### src/rtl/io_pkg.sv
// io_pkg: shared FSM state type and default debounce depth for the input conditioner
package io_pkg;
  typedef enum logic [1:0] {INIT, STABLE, SETTLE} io_state_t;
  localparam int IO_DEBOUNCE_DEFAULT = 4;
endpackage

### src/rtl/io_sync.sv
// io_sync: two-flop synchroniser for asynchronous pin levels
module io_sync #(
  parameter int N = 8
) (
  input  logic         CLK,
  input  logic         RESET,
  input  logic [N-1:0] d,
  output logic [N-1:0] q
);
  logic [N-1:0] sync1;
  always_ff @(posedge CLK) begin
    if (RESET) begin
      sync1 <= '0;
      q     <= '0;
    end else begin
      sync1 <= d;
      q     <= sync1;
    end
  end
endmodule

### src/rtl/io_input_conditioner.sv
// io_input_conditioner: debounces PIN into E and flags committed changes via IRQ/CHANGED
module io_input_conditioner
  import io_pkg::*;
#(
  parameter int N               = 8,
  parameter int DEBOUNCE_CYCLES = IO_DEBOUNCE_DEFAULT
) (
  input  logic         CLK,
  input  logic         RESET,
  input  logic [N-1:0] PIN,
  input  logic         ACK,
  output logic [N-1:0] E,
  output logic         READY,
  output logic         IRQ,
  output logic [N-1:0] CHANGED
);
  localparam int CW = $clog2(DEBOUNCE_CYCLES);
  localparam logic [CW-1:0] LAST = CW'(DEBOUNCE_CYCLES - 1);
  io_state_t     state;
  logic [N-1:0]  sync2;
  logic [N-1:0]  cand;
  logic [CW-1:0] cnt;
  io_sync #(.N(N)) u_sync (.CLK(CLK), .RESET(RESET), .d(PIN), .q(sync2));
  // ACK clears first; a commit later in the same cycle overrides it so the new event wins
  always_ff @(posedge CLK) begin
    if (RESET) begin
      state   <= INIT;
      cand    <= '0;
      cnt     <= '0;
      E       <= '0;
      CHANGED <= '0;
      IRQ     <= 1'b0;
      READY   <= 1'b0;
    end else begin
      if (ACK) begin
        IRQ     <= 1'b0;
        CHANGED <= '0;
      end
      case (state)
        INIT: begin
          if (sync2 != cand) begin
            cand <= sync2;
            cnt  <= '0;
          end else if (cnt == LAST) begin
            E     <= cand;
            READY <= 1'b1;
            state <= STABLE;
          end else cnt <= cnt + CW'(1);
        end
        STABLE: begin
          if (sync2 != E) begin
            cand  <= sync2;
            cnt   <= '0;
            state <= SETTLE;
          end
        end
        SETTLE: begin
          if (sync2 != cand) begin
            cand <= sync2;
            cnt  <= '0;
          end else if (cnt != LAST) cnt <= cnt + CW'(1);
          else begin
            state <= STABLE;
            if (cand != E) begin
              E       <= cand;
              CHANGED <= (ACK ? '0 : CHANGED) | (E ^ cand);
              IRQ     <= 1'b1;
            end
          end
        end
        default: state <= INIT;
      endcase
    end
  end
endmodule

### config.mk
export PLATFORM = sky130hd
export DESIGN_NAME = io_input_conditioner
export DESIGN_NICKNAME = d
export VERILOG_FILES = /design/src/rtl/io_pkg.sv /design/src/rtl/io_sync.sv /design/src/rtl/io_input_conditioner.sv
export SDC_FILE = /design/constraint.sdc
export NUM_CORES = 1
export LEC_CHECK = 0
export CELL_PAD_IN_SITES_DETAIL_PLACEMENT = 0
export CELL_PAD_IN_SITES_GLOBAL_PLACEMENT = 2
export CORE_MARGIN = 8
export CORE_UTILIZATION = 33
export DETAILED_ROUTE_END_ITERATION = 6
export GPL_TIMING_DRIVEN = 0
export PLACE_DENSITY_LB_ADDON = 0.1
export SLEW_MARGIN = 20
export SYNTH_ARGS = -nofsm -noshare
export SYNTH_HDL_FRONTEND = slang
export SYNTH_SLANG_ARGS = --single-unit
### constraint.sdc
create_clock -name CLK -period 1.8 [get_ports CLK]
set_input_delay 0.27 -clock CLK [delete_from_list [all_inputs] [get_ports CLK]]
set_output_delay 0.27 -clock CLK [all_outputs]
set_load 0.005 [all_outputs]
==> impl_results.md, run 1 <==
* Outcome: complete, but fails checks
* Violated checks: setup timing
* Post-synth EDFFs at 0
* FILL cells at 538
* Hold crit path type: reg -> reg
* Worst Tran Pin Value at 0.5701 ns
* Die area at 8398 um2
* CORE AREA at 5507 um2
* RSZ-0062 raised after global routing: yes
* Final Setup Violations at 1
* FMAX at 554.9 MHz
* Crit-path slowest cell: or4b_4
* Setup TNS at -0.002255 ns
* Ant diodes at 0
* Slew Limit Fails at 0
* Placed Cells at 298
* Type of the worst setup path: reg -> reg
* Seq cells post-synth at 46
* Post-Syn Nets at 210
* Final setup margin at -0.002255 ns
* Top delay family on crit path: simple AND/OR/NAND/NOR gates
* Worst Skew at 0.006354 ns
* Cell Pwr Density at 776.2 nW/um2
* Crit end category: flop
* Most common cell after layout, fill and taps aside: dfxtp_1
* Seq/Total Area, Yosys at 48.77%
* CP Launch Type: flop
* H-Tree Depth at 2
* CP peak stage delay at 0.46 ns
* Final #Nets at 245
* Gr usage total at 11.71%
* Yosys warns at 0
* WL met3 at 221 um
* CTS tree: built
* Post-synth top area share at 48.77%
* Worst path bufs/invs at 0
* Non-Filler Instances at 306
* HP Start: u_sync.sync1[5]
* Initial antenna violation count at 0
* Clock Tree Root: clkbuf_8
* VDD IR max at 373.0 uV
* Row count at 27
* Iteration-0 DRC Markers at 92
* Reg-to-reg startpoint: cand[5]
* Yosys cell types at 33
* Hold-fix buffers at CTS at 0
* Fin. Hold Viols at 0
* Dominant cell type by area after synthesis: dfxtp_1
* Minimum clock period at 1.802 ns
* Pleak at 0.0009965 uW
* Worst slack, placed at -0.2767 ns
* First-pass GRT wire length at 7.762 mm
* WL met1 at 2.109 mm
* Synth area leaders: dfxtp_1 49%, xor2_1 7.4%, nor2b_1 6.0%
* WL final at 4.809 mm
* Top Metal Used: met4
* Clk sink count at 46
* Layout overhead on the synthesized area at 32.21%
* Initial Util at 34.29%
* Headroom to the max-slew limit at 61.99%
* Hold Path Depth at 1
* First-pass detailed-route iteration total at 4
* Syn Inst Count at 198
* Latest clock arrival within the worst-skew pair at 0.30 ns
* Ys flop type: dfxtp_1
* Via count at 1517
* Antenna viol nets, final at 0
* FF-to-FF setup slack at -0.002 ns
* Worst Hold Path EP: u_sync.q[5]
* Die Wd at 91.64 um
* CP max FO at 5
* Vias in the first global route at 1535
* Most frequent cells in the layout: 35 x dfxtp_1, 28 x clkdlybuf4s50_1, 21 x nand2_1, 18 x nor2b_1, 14 x xor2_1
* Met2 WL post-DR at 2.385 mm
* Reg2reg path depth at 5
* CP arrival at 2.04 ns
* Port Buf Inserts at 28
* DRC errors left at 0
* Share of layout cells above drive strength 1 at 17.09%
* DP HPWL at 3.436 mm
* FF-to-FF End: cnt[0]
* Wire length per cell at 15.72 um
* Final Cycle Share at 100.1%
* Die Ht at 91.64 um
* Required time of the critical path at 2.04 ns
* Async set-reset flop share out of synthesis at 0%
* I/O pin count at 29
* Vias/cell at 4.958
* CTS buffer count at 5
* Synthesized area at 1888 um2
* Avg Cell Area, Syn at 9.536 um2
* Cell Chain, Critical Path: xor2_2 -> nor4_4 -> and2_4 -> or4b_4 -> o2bb2ai_2
* Reg clk slew, reported paths at 0.08 ns
* Max Cap Viol at 0
* Clock buffer depth at 2
* Global route overflow at 0
* RePlAce Congestion at 0.7720
* Largest net degree at the start of global routing at 14
==> Yosys cell counts, drive strengths merged, types with 2 or more instances <==
master  number
clkbuf      10
nand3        9
xnor2        8
nor2        10
mux2i        8
a22oi        8
a21oi       10
o21ai        9
xor2        16
nor2b       18
dfxtp       46
nor4         5
nand2       21
o21a         2
and3         2
==> registers in the layout (all words and copies together) (netlist names) <==
name,count
u_sync.sync1,8
IRQ,1
state,2
CHANGED,8
cnt,2
u_sync.q,8
E,8
READY,1
cand,8
==> worst reg2reg max path, cell delays in order, from the launching register on <==
cell and delay (ns):
dfxtp_4 0.37, xor2_2 0.19, nor4_4 0.39, and2_4 0.22, or4b_4 0.46, o2bb2ai_2 0.12
==> worst max-delay path by stage <==
| stage | startpoint | endpoint | slack (ns) | cells past startpoint |
|---|---|---|---|---|
| 5_1_grt | cand[1] | cnt[0] | -0.08 | 5 |
| 3_5_place_dp | RESET | IRQ | -0.28 | 5 |
| 6_report | cand[5] | cnt[0] | -0.002 | 5 |
| 3_3_place_gp | RESET | IRQ | -0.23 | 5 |
| 2_1_floorplan | cand[1] | cnt[0] | 0.14 | 5 |
| 4_1_cts | cand[6] | cand[4] | 0.01 | 6 |
==> power by group <==
| group | internal [uW] | switching, uW |
|---|---|---|
| clock | 310 | 333 |
| combinational | 111 | 116 |
| sequential | 1040 | 23.9 |
==> metrics by stage <==
step                      total power (uW)  utilization (%)  hold slack, ns  cell area (um2)
after floorplan                       1209                -          0.3982             1888
after global placement                1265            41.01          0.4196             2258
after detailed placement              1271            41.01          0.4254             2258
after CTS                             1945            44.04          0.4456             2425
after global routing                  2041            45.33          0.4562             2496
final                                 1938            45.33          0.4428             2496
==> layout make-up <==
cell class	count	area [um2]	area share, %
Clock inverter	1	5.005	0.2005
Multi-Input combinational cell	141	1041	41.70
Timing Repair Buffer	31	302.8	12.13
Tap cell	72	90.09	3.609
Buffer	6	23.77	0.9524
Inverter	2	7.507	0.3008
Clock buffer	7	86.33	3.459
Sequential cell	46	939.7	37.64
==> layer usage <==
layer / vias up / track usage (%)
li1: 753 / -
met1: 722 / 13.71
met2: 34 / 19.33
met3: 8 / 3.749
met4: 0 / 4.775
met5: - / 0
==> cells by family after synthesis <==
group,after synthesis,share of synthesized area (%)
AND/OR/NAND/NOR,72,20.68
flip-flops,46,48.77
AO/OA/AOI/OAI,35,12.13
XOR/XNOR,24,11.13
buffers and inverters,12,2.386
multiplexers,8,4.241
adder cells (fa/ha/maj),1,0.6626
==> timing repair <==
| action | 4_1_cts | 5_1_grt |
|---|---|---|
| cloned | 0 | 1 |
| endpoints found under the setup margin | 28 | 27 |
| gates resized for setup | 13 | 22 |
| buffers inserted | 3 | 0 |
| pin swaps | 4 | 6 |
Power figures use the tool's default switching activity.
==> run 2: changes to the inputs <==
Settings changed: GPL_TIMING_DRIVEN 0 to not set.
==> run 2 against run 1 <==
The flow now finishes without violations. Clock power rose by 42%. Critical path type unchanged. Die area did not move. Highest routed layer unchanged. Non-clock buffer count rose by 8. Count of clock-buffer cells in the layout fell by 2. Critical path depth rose by 2. Sequential power barely moved. Critical endpoint is now E[5].
==> impl_results.md, run 2 (same netlist as run 1, synthesis figures left out) <==
* Cell Chain, Critical Path: xor2_2 -> nor4_4 -> buf_4 -> and4b_2 -> buf_6 -> nand3_1 -> a21oi_1
* Antenna viol nets, final at 0
* Vias in the first global route at 1479
* DP HPWL at 3.435 mm
* GR Util met1 at 13.79%
* WL final at 4.634 mm
* Required time of the critical path at 2.03 ns
* Layout overhead on the synthesized area at 35.59%
* Met2 usage at 17.83%
* Worst Skew at 0.004661 ns
* I/O pin count at 29
* Cell Pwr Density at 858.2 nW/um2
* CP arrival at 1.98 ns
* Crit end category: flop
* Initial Util at 34.29%
* Clock Tree Root: clkbuf_8
* Vias/cell at 4.776
* CP peak stage delay at 0.37 ns
* CORE AREA at 5507 um2
* Final #Nets at 252
* Final Power at 2197 uW
* CP max FO at 5
* Setup TNS at 0 ns
* H-Tree Depth at 2
* Grt met3 use at 2.608%
* Via count at 1495
* Placed Cells at 303
* Top delay family on crit path: simple AND/OR/NAND/NOR gates
* Reg clk slew, reported paths at 0.09 ns
* Port Buf Inserts at 28
* First-pass detailed-route iteration total at 4
* Global route overflow at 0
* Ant diodes at 0
* Crit-path slowest cell: dfxtp_4
* Die area at 8398 um2
* Initial antenna violation count at 0
* Grt peak-use layer: met2
* Outcome: finished, final reports clean
* Type of the worst setup path: reg -> reg
* CP Launch Type: flop
* Die Ht at 91.64 um
* Latest clock arrival within the worst-skew pair at 0.30 ns
* Largest net degree at the start of global routing at 20
* Hold crit path type: reg -> reg
* Most frequent cells in the layout: 42 x dfxtp_1, 28 x clkdlybuf4s50_1, 21 x nand2_1, 18 x nor2b_1, 15 x buf_4
* Slew Limit Fails at 0
* Worst slack, placed at -0.0001504 ns
* Final setup margin at 0.05019 ns
* Fin. Hold Viols at 0
* Worst path bufs/invs at 2
* Most common cell after layout, fill and taps aside: dfxtp_1
* Clk sink count at 46
* Non-Filler Instances at 313
* Pleak at 0.001049 uW
* Clock buffer depth at 2
* Max Cap Viol at 0
* Final core occ at 46.49%
* RSZ-0062 raised after global routing: yes
* DRC errors left at 0
* Die Wd at 91.64 um
* RePlAce Congestion at 0.8400
* FMAX at 571.5 MHz
* VDD IR max at 460.5 uV
* Row count at 27
* Final Setup Violations at 0
* CTS buffer count at 5
* CTS tree: built
* Hold-fix buffers at CTS at 0
* FILL cells at 517
* Worst Tran Pin Value at 0.3651 ns
* Gr usage total at 11.22%
* Final Cycle Share at 97.21%
* Wire length per cell at 14.81 um
* Iteration-0 DRC Markers at 47
* Share of layout cells above drive strength 1 at 17.43%
* First-pass GRT wire length at 7.458 mm
* Headroom to the max-slew limit at 75.58%
* Minimum clock period at 1.750 ns
[run 2: changes by cell type in the layout (fill, tap and decap cells not counted), moves of 5 or more]
cell      previous run  this run
o21ai_1              2         8
buf_4                3        15
dfxtp_2              9         2
clkbuf_1             6         0
dfxtp_1             35        42
o21ai_0              6         1
[run 2: per-stage QoR]
step	area, um2	hold slack, ns
2_1_floorplan	1888	0.3982
3_3_place_gp	2333	0.4198
3_5_place_dp	2333	0.4204
4_1_cts	2486	0.4414
5_1_grt	2560	0.4544
6_report	2560	0.4446
[run 2: power by group]
group | total [uW] | switching (uW) | internal [uW]
logic | 220 | 106 | 113
clock network | 911 | 355 | 556
registers | 1070 | 22.9 | 1040
[run 2: area by class of cell]
cell class / instances / area (um2) / share of cell area, %
multi-input cells: 140 / 978.4 / 38.22
well taps: 72 / 90.09 / 3.519
inverters: 2 / 7.507 / 0.2933
flip-flops and latches: 46 / 930.9 / 36.36
clock inverters: 3 / 68.82 / 2.688
clock buffers: 5 / 68.82 / 2.688
repair buffers: 45 / 415.4 / 16.23
[run 2: final timing paths]
path	startpoint	endpoint	slack, ns	cells after the start
hold reg to reg	u_sync.sync1[1]	u_sync.q[1]	0.44	1
setup / recovery	cand[3]	E[5]	0.05	7
hold / removal	u_sync.sync1[1]	u_sync.q[1]	0.44	1
setup reg to reg	cand[3]	E[5]	0.05	7
[run 2: routing by layer]
layer / up-vias / share of wire [%]
li1: 762 / -
met1: 696 / 48
met2: 28 / 46
met3: 9 / 3.8
met4: 0 / 2.7
met5: - / 0
[run 2: what timing repair did]
| action | 4_1_cts | 5_1_grt |
|---|---|---|
| endpoints found under the setup margin | 1 | 21 |
| pin swaps | 2 | 12 |
| setup buffers | 2 | 0 |
| endpoints found under the hold margin | 0 | 0 |
| gates resized for setup | 0 | 25 |
==> run 3: changes to the inputs <==
Settings changed: CTS_CLUSTER_DIAMETER set to 60.
==> results of run 3 <==
Same layout as run 2: the final DEF is identical, and so are final timing and power.
